**config.mk**
```make
export PLATFORM = sky130hd
export DESIGN_NAME = ad_rx_delay_cal
export DESIGN_NICKNAME = d
export VERILOG_FILES = /design/src/rtl/ad_rx_cal_pkg.sv /design/src/rtl/ad_rx_cal_window_check.sv /design/src/rtl/ad_rx_delay_cal.sv
export SDC_FILE = /design/constraint.sdc
export NUM_CORES = 1
export LEC_CHECK = 0
export CAP_MARGIN = 20
export CELL_PAD_IN_SITES_DETAIL_PLACEMENT = 1
export CELL_PAD_IN_SITES_GLOBAL_PLACEMENT = 2
export CORE_MARGIN = 2
export CORE_UTILIZATION = 25
export CTS_CLUSTER_DIAMETER = 40
export DETAILED_ROUTE_END_ITERATION = 10
export PLACE_DENSITY_LB_ADDON = 0.1
export SYNTH_ARGS = -nofsm -noshare
export SYNTH_HDL_FRONTEND = slang
export SYNTH_HIERARCHICAL = 1
export SYNTH_SLANG_ARGS = --single-unit
```
**constraint.sdc**
```tcl
create_clock -name clk -period 6.2 [get_ports clk]
set_input_delay 1.24 -clock clk [delete_from_list [all_inputs] [get_ports clk]]
set_output_delay 1.24 -clock clk [all_outputs]
set_load 0.005 [all_outputs]
```
**src/rtl/ad_rx_cal_pkg.sv**
```systemverilog
// Shared types and default constants for the AD936x RX IDELAY calibration block.
// Optional feature macro: AD_RX_CAL_PASSMAP_EN (adds the per-tap pass_map output).
package ad_rx_cal_pkg;

    localparam int STATE_W = 3;

    typedef enum logic [STATE_W-1:0] {
        ST_IDLE   = 3'd0,
        ST_LOAD   = 3'd1,
        ST_SETTLE = 3'd2,
        ST_CHECK  = 3'd3,
        ST_EVAL   = 3'd4,
        ST_APPLY  = 3'd5,
        ST_DONE   = 3'd6
    } state_e;

    localparam int         DEF_TAP_W         = 5;
    localparam int         DEF_SETTLE_CYCLES = 16;
    localparam int         DEF_WINDOW_CYCLES = 256;
    localparam int         DEF_MIN_EYE       = 4;
    localparam logic [1:0] DEF_EXP_FRAME     = 2'b10;
    localparam int         DEF_DEFAULT_TAP   = 0;

endpackage

```
**src/rtl/ad_rx_cal_window_check.sv**
```systemverilog
// Per-tap timer: counts the settle period then the check window, and keeps a
// sticky flag for any frame mismatch seen inside the check window.
module ad_rx_cal_window_check #(
    parameter int SETTLE_CYCLES = 16,
    parameter int WINDOW_CYCLES = 256
) (
    input  logic clk,
    input  logic rst,
    input  logic clr,
    input  logic en,
    input  logic match,
    output logic settle_end,
    output logic window_end,
    output logic err
);

    localparam int TOTAL = SETTLE_CYCLES + WINDOW_CYCLES;
    localparam int CW    = $clog2(TOTAL + 1);

    localparam logic [CW-1:0] SETTLE_LAST = CW'(SETTLE_CYCLES - 1);
    localparam logic [CW-1:0] WIN_FIRST   = CW'(SETTLE_CYCLES);
    localparam logic [CW-1:0] WIN_LAST    = CW'(TOTAL - 1);

    logic [CW-1:0] cnt_q, cnt_d;
    logic          err_q, err_d;
    logic          in_win;

    // Samples before WIN_FIRST belong to the settle period and are never judged.
    assign in_win     = (cnt_q >= WIN_FIRST);
    assign settle_end = en && (cnt_q == SETTLE_LAST);
    assign window_end = en && (cnt_q == WIN_LAST);
    assign err        = err_q;

    // Next-state: clear on tap load, otherwise advance while enabled and latch mismatches.
    always_comb begin
        cnt_d = cnt_q;
        err_d = err_q;
        if (clr) begin
            cnt_d = '0;
            err_d = 1'b0;
        end else if (en) begin
            if (cnt_q != WIN_LAST) begin
                cnt_d = cnt_q + CW'(1);
            end
            if (in_win && !match) begin
                err_d = 1'b1;
            end
        end
    end

    // Counter and sticky error registers.
    always_ff @(posedge clk or posedge rst) begin
        if (rst) begin
            cnt_q <= '0;
            err_q <= 1'b0;
        end else begin
            cnt_q <= cnt_d;
            err_q <= err_d;
        end
    end

endmodule

```
**src/rtl/ad_rx_delay_cal.sv**
```systemverilog
// AD936x RX IDELAY calibration: sweeps every tap, judges the FRAME pattern at
// each one, then loads the centre of the first longest passing run.
// Optional feature macro: AD_RX_CAL_PASSMAP_EN adds output pass_map (one bit per tap).
module ad_rx_delay_cal
    import ad_rx_cal_pkg::*;
#(
    parameter int         TAP_W         = DEF_TAP_W,
    parameter int         SETTLE_CYCLES = DEF_SETTLE_CYCLES,
    parameter int         WINDOW_CYCLES = DEF_WINDOW_CYCLES,
    parameter int         MIN_EYE       = DEF_MIN_EYE,
    parameter logic [1:0] EXP_FRAME     = DEF_EXP_FRAME,
    parameter int         DEFAULT_TAP   = DEF_DEFAULT_TAP
) (
    input  logic             clk,
    input  logic             rst,
    input  logic             start,
    input  logic             frame_posedge,
    input  logic             frame_negedge,
    output logic             delay_ld,
    output logic [TAP_W-1:0] delay_tap,
    output logic             busy,
    output logic             done,
    output logic             locked,
    output logic             fail,
    output logic [TAP_W:0]   eye_len
`ifdef AD_RX_CAL_PASSMAP_EN
    ,
    output logic [2**TAP_W-1:0] pass_map
`endif
);

    localparam int LEN_W = TAP_W + 1;

    localparam logic [TAP_W-1:0] TAP_MAX   = '1;
    localparam logic [TAP_W-1:0] DEF_TAP_L = TAP_W'(DEFAULT_TAP);
    localparam logic [LEN_W-1:0] MIN_EYE_L = LEN_W'(MIN_EYE);

    state_e             state_q, state_d;
    logic [TAP_W-1:0]   tap_q, tap_d;
    logic [1:0]         frame_q;
    logic [LEN_W-1:0]   cur_len_q, cur_len_d;
    logic [TAP_W-1:0]   cur_start_q, cur_start_d;
    logic [LEN_W-1:0]   best_len_q, best_len_d;
    logic [TAP_W-1:0]   best_start_q, best_start_d;
    logic               delay_ld_q, delay_ld_d;
    logic [TAP_W-1:0]   delay_tap_q, delay_tap_d;
    logic               done_q, done_d;
    logic               locked_q, locked_d;
    logic               fail_q, fail_d;
    logic [LEN_W-1:0]   eye_len_q, eye_len_d;
    logic [LEN_W-1:0]   half_len;
`ifdef AD_RX_CAL_PASSMAP_EN
    logic [2**TAP_W-1:0] pass_map_q, pass_map_d;
`endif

    logic win_clr, win_en, win_match;
    logic settle_end, window_end, win_err;

    assign win_clr   = (state_q == ST_LOAD);
    assign win_en    = (state_q == ST_SETTLE) || (state_q == ST_CHECK);
    assign win_match = (frame_q == EXP_FRAME);

    ad_rx_cal_window_check #(
        .SETTLE_CYCLES (SETTLE_CYCLES),
        .WINDOW_CYCLES (WINDOW_CYCLES)
    ) u_win (
        .clk        (clk),
        .rst        (rst),
        .clr        (win_clr),
        .en         (win_en),
        .match      (win_match),
        .settle_end (settle_end),
        .window_end (window_end),
        .err        (win_err)
    );

    assign delay_ld  = delay_ld_q;
    assign delay_tap = delay_tap_q;
    assign busy      = (state_q != ST_IDLE) && (state_q != ST_DONE);
    assign done      = done_q;
    assign locked    = locked_q;
    assign fail      = fail_q;
    assign eye_len   = eye_len_q;
`ifdef AD_RX_CAL_PASSMAP_EN
    assign pass_map  = pass_map_q;
`endif

    // Next-state and output logic; the load strobe is registered so it is high
    // exactly during the LOAD and APPLY states.
    always_comb begin
        state_d      = state_q;
        tap_d        = tap_q;
        cur_len_d    = cur_len_q;
        cur_start_d  = cur_start_q;
        best_len_d   = best_len_q;
        best_start_d = best_start_q;
        delay_ld_d   = 1'b0;
        delay_tap_d  = delay_tap_q;
        done_d       = done_q;
        locked_d     = locked_q;
        fail_d       = fail_q;
        eye_len_d    = eye_len_q;
        half_len     = '0;
`ifdef AD_RX_CAL_PASSMAP_EN
        pass_map_d   = pass_map_q;
`endif
        unique case (state_q)
            ST_IDLE, ST_DONE: begin
                if (start) begin
                    state_d      = ST_LOAD;
                    tap_d        = '0;
                    cur_len_d    = '0;
                    cur_start_d  = '0;
                    best_len_d   = '0;
                    best_start_d = '0;
                    delay_ld_d   = 1'b1;
                    delay_tap_d  = '0;
                    done_d       = 1'b0;
                    locked_d     = 1'b0;
                    fail_d       = 1'b0;
                    eye_len_d    = '0;
`ifdef AD_RX_CAL_PASSMAP_EN
                    pass_map_d   = '0;
`endif
                end
            end
            ST_LOAD: begin
                state_d = ST_SETTLE;
            end
            ST_SETTLE: begin
                if (settle_end) state_d = ST_CHECK;
            end
            ST_CHECK: begin
                if (window_end) state_d = ST_EVAL;
            end
            ST_EVAL: begin
                // Strict '>' keeps the first of equally long runs.
                if (!win_err) begin
                    cur_len_d = cur_len_q + LEN_W'(1);
                    if (cur_len_q == '0) cur_start_d = tap_q;
                    if (cur_len_d > best_len_q) begin
                        best_len_d   = cur_len_d;
                        best_start_d = cur_start_d;
                    end
                end else begin
                    cur_len_d = '0;
                end
`ifdef AD_RX_CAL_PASSMAP_EN
                pass_map_d[tap_q] = !win_err;
`endif
                delay_ld_d = 1'b1;
                if (tap_q == TAP_MAX) begin
                    // Last tap: no wrap, so a run touching max never joins one at 0.
                    state_d  = ST_APPLY;
                    half_len = (best_len_d - LEN_W'(1)) >> 1;
                    if (best_len_d >= MIN_EYE_L) begin
                        delay_tap_d = best_start_d + half_len[TAP_W-1:0];
                    end else begin
                        delay_tap_d = DEF_TAP_L;
                    end
                end else begin
                    state_d     = ST_LOAD;
                    tap_d       = tap_q + TAP_W'(1);
                    delay_tap_d = tap_q + TAP_W'(1);
                end
            end
            ST_APPLY: begin
                // start is not looked at here, so a request on the DONE-entry edge is dropped.
                state_d   = ST_DONE;
                done_d    = 1'b1;
                locked_d  = (best_len_q >= MIN_EYE_L);
                fail_d    = (best_len_q <  MIN_EYE_L);
                eye_len_d = best_len_q;
            end
            default: begin
                state_d = ST_IDLE;
            end
        endcase
    end

    // State, trackers, outputs and the single input capture register.
    always_ff @(posedge clk or posedge rst) begin
        if (rst) begin
            state_q      <= ST_IDLE;
            tap_q        <= '0;
            frame_q      <= '0;
            cur_len_q    <= '0;
            cur_start_q  <= '0;
            best_len_q   <= '0;
            best_start_q <= '0;
            delay_ld_q   <= 1'b0;
            delay_tap_q  <= '0;
            done_q       <= 1'b0;
            locked_q     <= 1'b0;
            fail_q       <= 1'b0;
            eye_len_q    <= '0;
`ifdef AD_RX_CAL_PASSMAP_EN
            pass_map_q   <= '0;
`endif
        end else begin
            state_q      <= state_d;
            tap_q        <= tap_d;
            frame_q      <= {frame_posedge, frame_negedge};
            cur_len_q    <= cur_len_d;
            cur_start_q  <= cur_start_d;
            best_len_q   <= best_len_d;
            best_start_q <= best_start_d;
            delay_ld_q   <= delay_ld_d;
            delay_tap_q  <= delay_tap_d;
            done_q       <= done_d;
            locked_q     <= locked_d;
            fail_q       <= fail_d;
            eye_len_q    <= eye_len_d;
`ifdef AD_RX_CAL_PASSMAP_EN
            pass_map_q   <= pass_map_d;
`endif
        end
    end

endmodule

```
==> qor.yml, run 1 <==
sta:
  fin_crit_ps: 4920
  whs_ps: 498
  hold_violations: 0
  fmaxAchievable_ghz: 0.203
  post-route-period-util_pct: 79.4
  clock_skew_ps: 6.68
  worstMarginPinSlew_ps: 985
  setup_violations: 0
  slew_headroom_pct: 34.1
  rsz0062_at_grt: "false"
  final.setup.tns_ps: 0
  maxSlewViolCount: 0
drt:
  drtIter0Drc: 163
  firstDrtPassIters: 4
  via_per_inst: 4.92
  num_vias: 2799
  ant_nets: 0
  drcViolationCount: 0
  wl_per_cell_um: 17.5
  wl_um: 9980
floorplanning:
  die_y_um: 121
  rows: 42
  initial_core_util_pct: 25.7
  ios: 21
  chipWidth_um: 121
  die_area_um2: 14600
  core-area_um2: 13300
layout:
  syn_to_final_growth_pct: 21.0
  final_layout_size_suffix_gt1_share_pct: 9.67
  layout.cells.non_filler: 569
  diodes: 0
  nets: 410
worst_setup_path:
  startpoint_type: "flip-flop"
  r2r_setup_slack_ps: 1280
  required_ps: 6450
  worstPathArrival_ps: 5170
  cp-end-kind: "flip-flop"
  r2r-start: "cur_len_q[0]"
  startpoint: "cur_len_q[0]"
  path_class: "reg2reg"
  critical_path.max_fanout: 14
  rr_worst_depth: 18
  rr_endpoint: "delay_tap[4]"
pwr:
  swShare_pct: 35.7
  power.switching_uw: 588
  power_density_nw_per_um2: 398
  peakVddDrop_mv: 0.153
  clkPwrFrac_pct: 36.4
  seqPwrFrac_pct: 30.1
  p_int_uw: 1060
  comb_power_share_pct: 33.5
  leakage_uw: 0.00176
clock_network:
  clk_latency_ps: 340
  post_cts_resized: 0
  path_clk_slew_ps: 50
  cts_setup_buffers: 0
  numCtsBuffers: 9
  cts_hold_buf: 0
  clockBufferDepth: 2
  clock_sinks: 57
  htreeDepth: 3
  clockRootBuffer: "clkbuf_16"
  cts_tree: "built"
logic_synthesis:
  synth_cell_types: 56
  syn_area_um2: 3420
  synth_commonest_cells: "dfrtp_1 (57), nor2_1 (36), nand2_1 (28)"
  synth_edf_count: 0
  synth_top_area_cell: "dfrtp_1"
  synth_area_leaders: "dfrtp_1 (42%), ha_1 (5.9%), a21oi_1 (4.0%)"
  syn_nets: 393
  synth.top_cell.area_share_pct: 41.7
  synth_top_family_by_area: "compound AO/OA/AOI/OAI gates"
  synth_seq_cells: 57
  synth_xor_area_share_pct: 4.57
  synth-compound-area-share_pct: 21.5
  synthMuxAreaShare_pct: 3.11
  ys.flop_type: "dfrtp_1"
  synth-async-reset-ratio_pct: 100
  synthAdderAreaFrac_pct: 6.44
  synth.yosys.seq_area_share_pct: 41.7
  postSynthAreaPerCell_um2: 9.22
  yosys.area_share.simple_pct: 17.8
  synth.most_common_cell: "dfrtp_1"
  syn-instance-count: 371
  ys_warn_count: 6
placement:
  finalWeightedCongestion: 0.760
  place_hpwl_um: 7090
  io_buffers: 20
  dp_cells: 553
min_path:
  holdPathStages: 1
  hp-start: "cur_start_q[0]"
  holdCritPathClass: "reg2reg"
  whs_endpoint: "cur_start_q[0]"
global_routing:
  grt_start_max_net_pins: 48
  antenna_found_initial: 0
  grt_pass1_vias: 3000
  grt_use_met1_pct: 19.7
  grt_use_met2_pct: 24.2
  top_usage_layer: "met2"
  use_met3_pct: 3.62
  grt_pass1_wl_um: 16800
  grt-ovfl-total: 0
  grt_usage_pct: 15.1
status:
  outcome: "complete, no violations"
run:
  max_cap_violations: 0
==> cell families after synthesis <==
| family | count (synthesis) |
|---|---|
| adders and majority gates | 17 |
| muxes | 9 |
| xor gates and xnor gates | 17 |
| and+or+nand+nor | 122 |
| DFF | 57 |
| buffers and inverters | 38 |
| AOI/OAI and AO/OA | 111 |
==> cell usage in the layout, fill, tap and decap left out, types with 3 or more instances in the layout <==
cell / instances
dfrtp_1: 57
nor2_1: 36
nand2_1: 28
a21oi_1: 27
o21ai_0: 22
clkdlybuf4s50_1: 20
inv_1: 16
ha_1: 16
o21ai_1: 14
nand3_1: 11
nor2b_1: 10
a211oi_1: 10
xnor2_1: 10
a22o_1: 10
clkbuf_16: 9
nor3_1: 8
nand2b_1: 7
xor2_1: 6
a21o_1: 5
buf_4: 5
a221o_1: 4
mux2i_1: 4
a31oi_1: 4
nand4_1: 4
inv_2: 3
and2_1: 3
a32o_1: 3
bufinv_16: 3
==> how the worst max path moves through the flow <==
stage	depth (start not counted)	endpoint
2_1_floorplan	20	delay_tap[4]
3_3_place_gp	18	delay_tap[4]
3_5_place_dp	17	delay_tap[4]
4_1_cts	18	delay_tap[4]
5_1_grt	18	delay_tap[4]
6_report	18	delay_tap[4]
==> power groups by stage <==
stage	registers (µW)	clock network (µW)	logic, µW
after detailed placement	502	0	560
after global placement	502	0	564
after floorplan	465	0	445
after CTS	496	616	566
after global routing	507	630	629
final	496	599	551
==> stage by stage <==
step,utilization [%],power [µW],setup slack (ps),instance area [µm²]
5_1_grt,31.1,1770,705,4140
6_report,31.1,1650,1280,4140
3_5_place_dp,28.5,1060,1270,3780
3_3_place_gp,28.5,1070,1410,3780
4_1_cts,31.1,1680,1240,4140
2_1_floorplan,-,909,1770,3420
==> sequential cells by signal, indices dropped and copies added, names as in the netlist <==
signal and count:
best_len_q 6, best_start_q 5, cur_len_q 6, cur_start_q 5, delay_ld 1, delay_tap 5
done 1, eye_len 6, fail 1, frame_q 2, locked 1, state_q 3
tap_q 5, u_win/cnt_q 9, u_win/err 1
==> layer usage <==
layer,vias to the layer above,share of wire (%)
li1,1357,-
met1,1402,48
met2,26,47
met3,14,2.7
met4,0,1.8
met5,-,0
==> worst max-delay path, stage by stage, from the launching register on <==
cell,delay (ps)
dfrtp_1,520
ha_1,330
nand3_1,140
xor2_1,370
inv_1,90
ha_1,300
and4_1,220
a31o_1,230
a31oi_2,520
a21oi_1,180
ha_1,270
fa_1,410
a21o_1,200
a21oi_1,390
xnor2_1,170
a211oi_1,90
nor2_1,90
o21ai_1,80
o31ai_2,230
==> final cells by class <==
type / count / area [µm²]
fillers: 1530 / 9160
multi-input cells: 276 / 1830
flip-flops and latches: 57 / 1430
clock buffers: 10 / 239
repair buffers: 25 / 238
well taps: 176 / 220
clock inverters: 6 / 115
inverters: 19 / 71.3
Note: power is estimated with default switching activity, not from simulation.
==> run 2: changes to the inputs <==
==> constraint.sdc (replaced) <==
create_clock -name clk -period 4.3 [get_ports clk]
set_input_delay 0.86 -clock clk [delete_from_list [all_inputs] [get_ports clk]]
set_output_delay 0.86 -clock clk [all_outputs]
set_load 0.005 [all_outputs]
==> run 2 against run 1 <==
First-iteration DRC count decreased by 1.8%. Via count increased by 1.6%. Critical path depth rose by 1. Hold slack gained 6.6 ps. Register-to-register slack lost 970 ps. Die area unchanged. Count of clock-buffer cells in the layout rose by 2. Cell count grew 1.2%. Power increased by 39%. Non-clock buffer count rose by 8. Highest routed layer unchanged. Clock skew is 0.56 ps lower.
==> qor.yml, run 2 (synthesis results as in run 1) <==
status:
  outcome: "complete, no violations"
pwr:
  power_density_nw_per_um2: 550  # +38%
  p_int_uw: 1450  # +37%
  peakVddDrop_mv: 0.186  # +22%
  power.switching_uw: 842  # +43%
  swShare_pct: 36.8  # +1.0 points
  comb_power_share_pct: 37.0  # +3.5 points
  clkPwrFrac_pct: 32.0  # -4.4 points
  leakage_uw: 0.00179  # +1.3%
  seqPwrFrac_pct: 30.9  # +0.8 points
min_path:
  holdCritPathClass: "reg2reg"
drt:
  firstDrtPassIters: 4  # unchanged
  ant_nets: 0  # unchanged
  wl_per_cell_um: 17.5  # -0.37%
  drcViolationCount: 0  # unchanged
  wl_um: 10100  # +0.85%
  drtIter0Drc: 160  # -1.8%
  num_vias: 2844  # +1.6%
  via_per_inst: 4.94  # +0.37%
clock_network:
  cts_hold_buf: 0  # unchanged
  clock_sinks: 57  # unchanged
  cts_setup_buffers: 0  # unchanged
  clk_latency_ps: 340  # about the same
  cts_tree: "built"
  htreeDepth: 3  # unchanged
  path_clk_slew_ps: 50  # about the same
  clockRootBuffer: "clkbuf_16"
  numCtsBuffers: 9  # unchanged
  clockBufferDepth: 2  # unchanged
floorplanning:
  die_y_um: 121  # unchanged
  initial_core_util_pct: 25.7  # unchanged
  ios: 21  # unchanged
  chipWidth_um: 121  # unchanged
  die_area_um2: 14600  # unchanged
  core-area_um2: 13300  # unchanged
  rows: 42  # unchanged
global_routing:
  grt_start_max_net_pins: 26  # -46%
  grt_usage_pct: 15.1  # +0.055 points
  grt_pass1_wl_um: 16700  # -0.86%
  antenna_found_initial: 0  # unchanged
  grt_pass1_vias: 3020  # +0.67%
  grt-ovfl-total: 0  # unchanged
sta:
  worstMarginPinSlew_ps: 947  # -38.0 ps
  post-route-period-util_pct: 92.9  # +14 points
  setup_violations: 0  # unchanged
  fmaxAchievable_ghz: 0.250  # +23%
  clock_skew_ps: 6.12  # -0.561 ps
  hold_violations: 0  # unchanged
  fin_crit_ps: 4000  # -927 ps
  rsz0062_at_grt: "false"
  maxSlewViolCount: 0  # unchanged
  slew_headroom_pct: 36.7  # +2.5 points
  final.setup.tns_ps: 0  # unchanged
worst_setup_path:
  startpoint_type: "flip-flop"
  path_common_cell: "ha_1"
  required_ps: 4550  # -1900 ps
  cp_slowest_stage_delay_ps: 410  # -110 ps
  cp_slowest_cell: "fa_1"
  path_cells: "ha_1, nand3_1, xor2_2, inv_1, ha_1, and4_1, a31o_1, a31oi_2, buf_4, a21oi_1, ha_1, fa_1, a21o_1, a21oi_4, xnor2_1, a211oi_1, nor2_1, o21ai_1, o31ai_2"
  cp-end-kind: "flip-flop"
  path_class: "reg2reg"
  r2r_setup_slack_ps: 300  # -970 ps
  critical_path.max_fanout: 14  # unchanged
  worstPathArrival_ps: 4240  # -930 ps
placement:
  finalWeightedCongestion: 0.757  # -0.42%
  io_buffers: 20  # unchanged
  placed_area_um2: 3850  # +1.9%
  place_hpwl_um: 7280  # +2.7%
layout:
  final_layout_size_suffix_gt1_share_pct: 11.8  # +2.1 points
  diodes: 0  # unchanged
  syn_to_final_growth_pct: 21.7
  final_area_um2: 4160  # +0.54%
  largest_register_ffs: 9  # unchanged
  nets: 418  # +2.0%
  regMostFlops: "u_win/cnt_q"
  layout_commonest_cell: "dfrtp_1"
  final_util_pct: 31.3  # +0.17 points
  final_cell_mix: "dfrtp_1 (56), nor2_1 (36), nand2_1 (28)"
run:
  max_cap_violations: 0  # unchanged
[run 2: cell types whose count changed in the layout (fill, tap and decap cells not counted), moves of 2 or more]
cell / delta
buf_4: +8
bufinv_16: -2
clkinv_2: +2
clkinv_4: -2
[run 2: worst paths after layout]
| kind | from | endpoint | depth (start not counted) |
|---|---|---|---|
| min in group asynchronous | rst | u_win/cnt_q[0] | 2 |
| worst max-delay path | cur_len_q[0] | delay_tap[4] | 19 |
| max in group asynchronous | rst | best_len_q[1] | 3 |
| worst min-delay path | cur_start_q[0] | cur_start_q[0] | 1 |
| worst max register to register | cur_len_q[0] | delay_tap[4] | 19 |
| worst min register to register | cur_start_q[0] | cur_start_q[0] | 1 |
[run 2: metal layers]
| metal | wire, µm | share of wire, % | track usage, % | vias to the layer above |
|---|---|---|---|---|
| met1 | 4790 | 48 | 19.1 | 1429 |
| met5 | 0 | 0 | 0 | - |
| met4 | 191 | 1.9 | 5.31 | 0 |
| met2 | 4820 | 48 | 25.0 | 31 |
| li1 | - | - | - | 1371 |
| met3 | 260 | 2.6 | 3.76 | 13 |
[run 2: power groups by stage]
stage               logic (µW)  clock network (µW)  registers (µW)
floorplan                  651                   0             671
global placement           840                   0             714
detailed placement         840                   0             715
CTS                        850                 759             707
global route               966                 777             725
finish                     848                 733             708
[run 2: final cells by class]
cell class / count / area [µm²]
Fill cell: 1528 / 9140
Multi-Input combinational cell: 276 / 1850
Sequential cell: 57 / 1430
Timing Repair Buffer: 33 / 298
Clock buffer: 12 / 256
Tap cell: 176 / 220
Inverter: 19 / 71.3
Clock inverter: 3 / 40.0
[run 2: worst max-delay path, delay by kind of cell, from the launching register on]
family / cells / cell delay [ps]
DFF: 1 / 400
AOI/OAI and AO/OA: 8 / 1330
and+or+nand+nor: 3 / 460
xor gates and xnor gates: 2 / 300
adders and majority gates: 4 / 1160
buffers and inverters: 2 / 270
[run 2: timing repair]
action,CTS,global route
gates resized for setup,0,2
setup endpoints to repair,0,1
endpoints found under the hold margin,0,0
[run 2: per-stage QoR]
step	hold slack, ps	setup slack, ps	std cells	total power (µW)
floorplan	465	38.3	371	1320
global placement	482	336	561	1550
detailed placement	485	286	561	1560
CTS	505	258	576	2320
global route	523	28.9	576	2470
finish	505	305	576	2290
==> run 3: changes to the inputs <==
--- a/config.mk
+++ b/config.mk
@@ -13,6 +13,7 @@
 export CTS_CLUSTER_DIAMETER = 40
 export DETAILED_ROUTE_END_ITERATION = 10
 export PLACE_DENSITY_LB_ADDON = 0.1
+export SETUP_SLACK_MARGIN = 0.5
 export SYNTH_ARGS = -nofsm -noshare
 export SYNTH_HDL_FRONTEND = slang
 export SYNTH_HIERARCHICAL = 1
==> run 3 against run 2 <==
Fmax grew 6.4%. Die area is the same. Core utilization increased by 1.8 points. Worst setup slack better by 240 ps. Via count up 0.63%. Register-to-register slack gained 240 ps. Combinational power up 23%. Count of clock-buffer cells in the layout did not move. Cell count rose by 1.6%. Hold slack got worse by 8.2 ps. Sequential cell count unchanged. First-iteration DRC count shrank 36%.
==> qor.yml, run 3 (synthesis results as in run 1) <==
drt:
  drtIter0Drc: 102  # -36%
  firstDrtPassIters: 4  # unchanged
  num_vias: 2862  # +0.63%
  via_per_inst: 4.89  # -0.92%
  drcViolationCount: 0  # unchanged
  wl_um: 10500  # +4.2%
  wl_per_cell_um: 17.9  # +2.6%
  ant_nets: 0  # unchanged
sta:
  whs_ps: 497  # -8.16 ps
  clock_skew_ps: 6.06  # -0.0620 ps
  hold_violations: 0  # unchanged
  fmaxAchievable_ghz: 0.266  # +6.4%
  rsz0062_at_grt: "true"
  final.setup.tns_ps: 0  # unchanged
  worstMarginPinSlew_ps: 951  # +4.83 ps
  post-route-period-util_pct: 87.3  # -5.6 points
  slew_headroom_pct: 36.3  # -0.32 points
  fin_crit_ps: 3760  # -239 ps
  maxSlewViolCount: 0  # unchanged
  setup_violations: 0  # unchanged
  setup_ws_ps: 544  # +239 ps
min_path:
  holdCritPathClass: "reg2reg"
  hp-start: "cur_start_q[0]"
layout:
  nets: 429  # +2.6%
  layout_commonest_cell: "dfrtp_1"
  diodes: 0  # unchanged
  final_layout_size_suffix_gt1_share_pct: 20.5  # +8.8 points
  final_area_um2: 4400  # +5.8%
  final_cell_mix: "dfrtp_1 (54), nor2_1 (34), nand2_1 (28)"
  largest_register_ffs: 9  # unchanged
  regMostFlops: "u_win/cnt_q"
  syn_to_final_growth_pct: 28.7
pwr:
  clkPwrFrac_pct: 26.7  # -5.3 points
  power_density_nw_per_um2: 544  # -1.2%
  power.total_uw: 2390  # +4.5%
  p_int_uw: 1490  # +2.7%
  peakVddDrop_mv: 0.211  # +13%
  leakage_uw: 0.00183  # +2.5%
  power.switching_uw: 907  # +7.7%
  swShare_pct: 37.9  # +1.1 points
  seqPwrFrac_pct: 29.7  # -1.2 points
  comb_power_share_pct: 43.7  # +6.7 points
worst_setup_path:
  cp_slowest_cell: "dfrtp_2"
  cp_slowest_stage_delay_ps: 470  # +60 ps
  path_cells: "ha_4, nand3_4, xor2_4, inv_2, ha_4, and4_4, a31o_4, a31oi_4, buf_6, buf_12, nor3_4, a21oi_2, fa_2, a21o_1, a21oi_4, buf_4, buf_4, xnor2_2, and2_1, o31ai_2"
  required_ps: 4550  # about the same
  startpoint: "cur_len_q[0]"
  startpoint_type: "flip-flop"
  worstPathArrival_ps: 4000  # -240 ps
  critical_path.max_fanout: 7  # -7
  cp-end-kind: "flip-flop"
  path_buf_inv: 5  # +3
  path_class: "reg2reg"
  r2r-start: "cur_len_q[0]"
  crit_family: "compound AO/OA/AOI/OAI gates"
  r2r_setup_slack_ps: 540  # +240 ps
placement:
  placed_area_um2: 3900  # +1.2%
  finalWeightedCongestion: 0.747  # -1.2%
  place_hpwl_um: 7220  # -0.93%
  io_buffers: 20  # unchanged
  preCtsSetupSlack_ps: 320  # +34.2 ps
global_routing:
  top_usage_layer: "met2"
  grt_start_max_net_pins: 41  # +58%
  use_met3_pct: 4.56  # +0.80 points
  grt-ovfl-total: 0  # unchanged
  grt_pass1_vias: 2995  # -0.83%
  grt_usage_pct: 15.2  # +0.12 points
  grt_use_met1_pct: 19.5  # +0.40 points
  grt_pass1_wl_um: 16700  # -0.13%
  antenna_found_initial: 0  # unchanged
  grt_use_met2_pct: 24.0  # -0.98 points
floorplanning:
  die_y_um: 121  # unchanged
  die_area_um2: 14600  # unchanged
  rows: 42  # unchanged
  core-area_um2: 13300  # unchanged
  initial_core_util_pct: 25.7  # unchanged
  ios: 21  # unchanged
  chipWidth_um: 121  # unchanged
status:
  outcome: "complete, no violations"
run:
  max_cap_violations: 0  # unchanged
clock_network:
  htreeDepth: 3  # unchanged
  cts_hold_buf: 0  # unchanged
  numCtsBuffers: 9  # unchanged
  clockBufferDepth: 2  # unchanged
  clockRootBuffer: "clkbuf_16"
  clk_latency_ps: 340  # about the same
  clock_sinks: 57  # unchanged
  cts_tree: "built"
  path_clk_slew_ps: 50  # about the same
==> run 3: cell count changes in the layout (fill, tap and decap cells not counted), sizes merged <==
cell,delta
bufinv,-1
buf,+11
clkinv,-1
==> run 3: path summary, 6_finish.rpt <==
kind,end,depth (start not counted)
setup / recovery,delay_tap[4],20
hold / removal,cur_start_q[0],1
setup reg to reg,delay_tap[4],20
hold reg to reg,cur_start_q[0],1
max in group asynchronous,cur_len_q[0],2
min in group asynchronous,u_win/cnt_q[0],2
==> run 3: power groups by stage <==
stage | logic [µW] | registers [µW] | clock network, µW
after floorplan | 687 | 674 | 0
after global placement | 865 | 722 | 0
after detailed placement | 867 | 720 | 0
after CTS | 948 | 708 | 667
after global routing | 1170 | 724 | 681
final | 1040 | 709 | 638
==> run 3: layout make-up <==
class / count / area (µm²)
fill: 1526 / 8890
multi-input combinational: 276 / 2030
sequential: 57 / 1430
timing repair buffer: 44 / 397
clock buffer: 12 / 246
tap: 176 / 220
inverter: 19 / 71.3
clock inverter: 1 / 5.00
==> run 3: layer usage <==
metal  part of all wire, %  up-vias  wire (µm)
met2                    47       40       4960
li1                      -     1392          -
met1                    47     1414       4950
met5                     0        -          0
met4                   2.3        0        246
met3                   3.1       16        322
==> run 3: per-stage QoR <==
| stage | util [%] | instances |
|---|---|---|
| floorplan | - | 371 |
| global placement | 29.4 | 559 |
| detailed placement | 29.4 | 559 |
| CTS | 32.0 | 579 |
| global route | 33.1 | 585 |
| finish | 33.1 | 585 |
==> run 3: what timing repair did <==
action                                  4_1_cts  5_1_grt
endpoints found under the setup margin        2        2
resized for setup                             9       22
cloned                                        1        0
pin swaps                                     2        6
setup buffers                                 6        6
==> RTL edit 1 (flow settings as in run 1) <==
Add a define of `AD_RX_CAL_PASSMAP_EN`.
--- a/src/rtl/ad_rx_delay_cal.sv
+++ b/src/rtl/ad_rx_delay_cal.sv
@@ -1,6 +1,8 @@
 // AD936x RX IDELAY calibration: sweeps every tap, judges the FRAME pattern at
 // each one, then loads the centre of the first longest passing run.
 // Optional feature macro: AD_RX_CAL_PASSMAP_EN adds output pass_map (one bit per tap).
+`define AD_RX_CAL_PASSMAP_EN
+
 module ad_rx_delay_cal
     import ad_rx_cal_pkg::*;
 #(
Formal check against the unedited RTL (old outputs only; new: pass_map): equivalent (Yosys induction, for registers that start in step).
==> RTL edit 1 against run 1 <==
- routed wire length increased by 47%
- sequential cell count increased by 32
- non-clock buffer count increased by 35
- power increased by 26%
- setup slack improved by 230 ps
- final area increased by 41%
- critical path depth increased by 1
- synthesized cell count increased by 42%
- synthesized area increased by 38%
- first-iteration DRC count increased by 3.7%
- sequential power increased by 57%
- maximum frequency increased by 4.9%
- combinational power increased by 25%
- critical path type unchanged
- largest power group is now sequential cells
==> RTL edit 1: results <==
set metrics [dict create \
    outcome "finished clean" \
    antenna_found_initial 0 \
    critPathTopFamily "compound AO/OA/AOI/OAI gates" \
    path_clk_slew_ps 70 \
    synth_nets 550 \
    n_antenna_cell 0 \
    syn_avg_cell_area_um2 8.98 \
    ys_seq_area_frac 0.473 \
    synth.distinct_cells 50 \
    skew_ps 7.88 \
    p_leak_nw 2.47 \
    slowest_stage "dfrtp_1" \
    ys_top_cells_by_area "dfrtp_1, o21ai_0, nand3_1, ha_1, nand2_1" \
    postLayoutCoreUtil 0.313 \
    dp_cells 789 \
    p_clk_frac 0.297 \
    first_pass_iters 6 \
    ir_drop_mv 0.152 \
    cts_buffer_depth 2 \
    track_usage 0.153 \
    worst_slew_pin_slew_ps 944 \
    clock_latency_ps 350 \
    htree_levels 3 \
    drtIter0Drc 169 \
    grt_pass1_vias 4124 \
    largest_reg_flops 32 \
    cp_max_fo 23 \
    cts_buffers 9 \
    hpwl_um 10300 \
    cts_resized 0 \
    grt_max_degree 43 \
    synth_commonest_cells "dfrtp_1, o21ai_0, nand3_1, nand2_1, nor2_1" \
    vias_per_cell 4.90 \
    clock_tree.root_cell "clkbuf_16" \
    yosys_warnings 6 \
    placed_area_um2 5490 \
    cp_data_arrival_time_ps 4970 \
    postCtsSetupBuffers 0 \
    dominantRegCellSynth "dfrtp_1" \
    critPathMaxStageDelay_ps 530 \
    p_comb_mw 0.686 \
    grt_pass1_wl_um 23700 \
    switching_share 0.358 \
    detail_route.wl_per_cell_um 18.3 \
    layout-drive-gt1-share 0.0613 \
    place.gp.congestion 0.756 \
    port_buffers 52 \
    async_flop_share 1.00 \
    min_path_type "register to register" \
    pwr_density_cell_nw_per_um2 358 \
    final_cells 805 \
    place_worst_setup_slack_ps 1480 \
    nets 591 \
    grt_remaining_overflow 0 \
    fill_cells 2132 \
]
[RTL edit 1: changes by cell type in the layout (fill, tap and decap cells not counted), moves of 4 or more]
cell / delta
nand3_1: +49
o21ai_0: +49
clkdlybuf4s50_1: +32
dfrtp_1: +32
nand2_1: +27
o21ai_1: -13
a211oi_1: -8
and3_1: +6
inv_1: +6
a221o_1: -4
nand2b_1: -4
[RTL edit 1: worst paths after layout]
check | from | to | slack [ps] | depth (start not counted)
max in group asynchronous | rst | pass_map[4] | 3820 | 3
min | done | done | 480 | 2
min in group asynchronous | rst | u_win/cnt_q[4] | 1230 | 2
min reg2reg | done | done | 480 | 2
max | cur_len_q[0] | delay_tap[4] | 1510 | 19
max reg2reg | cur_len_q[0] | delay_tap[4] | 1510 | 19
[RTL edit 1: worst reg2reg max path, stage by stage (launching register included)]
cell and delay, ps:
dfrtp_1 530, ha_1 330, nand3_1 120, xor2_1 290, inv_1 80, ha_1 290
and4_1 180, a31o_2 240, a31oi_1 150, buf_4 270, a21oi_1 130, ha_1 250
fa_1 410, a21o_1 190, a21oi_1 260, xnor2_1 220, nand4_1 150, o211a_1 160
o221a_1 260, o21ai_1 120
[RTL edit 1: cell type report]
type	instances	area share
multi-input combinational	383	0.392
inverter	23	0.0151
tap	234	0.0503
clock inverter	6	0.0155
sequential	89	0.383
timing repair buffer	60	0.103
clock buffer	10	0.0411
[RTL edit 1: cell families (layout without fill, tap and decap cells)]
logic type	after synthesis	after routing	share of synthesized area
flops	89	89	0.473
fa+ha+maj	20	20	0.0547
xor+xnor	16	16	0.0297
compound gates	133	133	0.165
buf+inv	53	99	0.0438
mux	9	9	0.0220
simple gates	205	205	0.212
[RTL edit 1: routing by layer]
layer  global-route usage  part of all wire
met5                    0                 0
met4               0.0568             0.017
met3               0.0219             0.024
met1                0.211              0.50
met2                0.247              0.46
==> RTL edit 2 (settings of run 1) <==
Without the edit above. Re-encode `state_e` (7 states) as one-hot, 7 bits wide.
--- a/src/rtl/ad_rx_cal_pkg.sv
+++ b/src/rtl/ad_rx_cal_pkg.sv
@@ -4,14 +4,14 @@
 
     localparam int STATE_W = 3;
 
-    typedef enum logic [STATE_W-1:0] {
-        ST_IDLE   = 3'd0,
-        ST_LOAD   = 3'd1,
-        ST_SETTLE = 3'd2,
-        ST_CHECK  = 3'd3,
-        ST_EVAL   = 3'd4,
-        ST_APPLY  = 3'd5,
-        ST_DONE   = 3'd6
+    typedef enum logic [6:0] {
+        ST_IDLE   = 7'b0000001,
+        ST_LOAD   = 7'b0000010,
+        ST_SETTLE = 7'b0000100,
+        ST_CHECK  = 7'b0001000,
+        ST_EVAL   = 7'b0010000,
+        ST_APPLY  = 7'b0100000,
+        ST_DONE   = 7'b1000000
     } state_e;
 
     localparam int         DEF_TAP_W         = 5;
Behaviour: same outputs for any inputs over 10 cycles, from zero or initial values and one cycle with rst high; not proved beyond that.
==> RTL edit 2 against run 1 <==
- synthesized area grew 2.4%
- final area increased by 0.15%
- sequential cell count up 4
- critical endpoint unchanged
- routed wire length fell by 2.1%
- setup slack improved by 710 ps
- critical path depth did not move
Power is not compared: it rests on default switching activity, and its combinational part moved more than twofold at a synthesized area within 25%.
==> RTL edit 2: results <==
set metrics [dict create \
    cp_data_arrival_time_ps 4420 \
    track_usage 0.148 \
    cp_max_fo 22 \
    nets 406 \
    routed_wl_um 9780 \
    grt_pass1_wl_um 16700 \
    outcome "finished clean" \
    yosys_warnings 6 \
    grt_max_degree 52 \
    postCtsSetupBuffers 0 \
    ys_top_cells_by_area "dfrtp_1, ha_1, o21ai_0, nand3_1, nand2_1" \
    slew_headroom 0.339 \
    synth.distinct_cells 58 \
    layout-drive-gt1-share 0.114 \
    synth_nets 386 \
    place.gp.congestion 0.822 \
    fill_cells 1594 \
    vias_per_cell 4.92 \
    grt_pass1_vias 3018 \
    hpwl_um 7050 \
    p_leak_nw 1.82 \
    hp-start "done" \
    drtIter0Drc 109 \
    skew_ps 5.20 \
    synth_commonest_cells "dfrtp_1, nand2_1, o21ai_0, nand3_1, inv_1" \
]
-- RTL edit 2: cell count changes after synthesis, sizes merged, moves of 4 or more --
cell    before  now
nor2        36   19
a221o        4    0
nor2b       10    5
a21oi       27   22
o31ai        2    6
nand2b       7    1
inv         19   23
nand3       11   28
nor3         8   12
a211oi      10    2
-- RTL edit 2: cells by family after synthesis --
family,Yosys count,synth area share
compound gates,95,0.180
flops,61,0.436
mux,12,0.0372
fa+ha+maj,17,0.0629
xor+xnor,17,0.0425
buf+inv,38,0.0454
simple gates,124,0.196
-- RTL edit 2: through the flow --
| step | util | worst slack, ps | power [mW] | std cells | instance area, um2 |
|---|---|---|---|---|---|
| after floorplan | - | 1880 | 0.585 | 364 | 3500 |
| after global placement | 0.282 | 2090 | 0.661 | 553 | 3890 |
| after detailed placement | 0.282 | 1940 | 0.661 | 553 | 3890 |
| after CTS | 0.301 | 1930 | 1.12 | 566 | 4140 |
| after global routing | 0.301 | 1510 | 1.17 | 566 | 4140 |
| final | 0.301 | 1980 | 1.10 | 566 | 4140 |
-- RTL edit 2: worst paths after layout --
path / depth (start not counted) / endpoint / slack [ps]
max reg2reg: 18 / delay_tap[4] / 1980
min: 2 / done / 480
min in group asynchronous: 2 / u_win/cnt_q[0] / 1260
min reg2reg: 2 / done / 480
max in group asynchronous: 3 / tap_q[2] / 4290
max: 18 / delay_tap[4] / 1980
-- RTL edit 2: area by class of cell --
| type | instances | area, um2 | area share |
|---|---|---|---|
| multi-input combinational | 265 | 1820 | 0.439 |
| sequential | 61 | 1530 | 0.369 |
| clock buffer | 10 | 239 | 0.0577 |
| timing repair buffer | 24 | 230 | 0.0556 |
| tap | 180 | 225 | 0.0543 |
| inverter | 23 | 86.3 | 0.0208 |
| clock inverter | 3 | 15.0 | 0.00362 |
-- RTL edit 2: worst max-delay path, stage by stage, from the launching register on --
cell and delay (ps):
dfrtp_1 490, ha_1 360, nand3_1 130, xor2_1 360, inv_1 90, ha_1 290, and4_1 210, o21a_1 120
o31ai_2 170, buf_4 270, mux2i_1 340, nor2_1 100, xnor2_1 130, mux2i_1 170, ha_1 290, a21o_1 170
a21oi_1 160, xnor2_1 130, o21ai_0 100
-- RTL edit 2: per-layer routing --
layer	wire length, um	vias to the layer above	GRT usage	part of all wire
met5	0	-	0	0
li1	-	1352	-	-
met2	4500	27	0.228	0.46
met3	217	17	0.0339	0.022
met1	4850	1391	0.199	0.50
met4	205	0	0.0582	0.021
-- RTL edit 2: power by group --
| group | total [mW] | leakage (nW) | switching, mW | internal, mW |
|---|---|---|---|---|
| registers | 0.442 | 0.841 | 0.0217 | 0.420 |
| logic | 0.208 | 0.852 | 0.130 | 0.0778 |
| clock network | 0.447 | 0.130 | 0.175 | 0.272 |
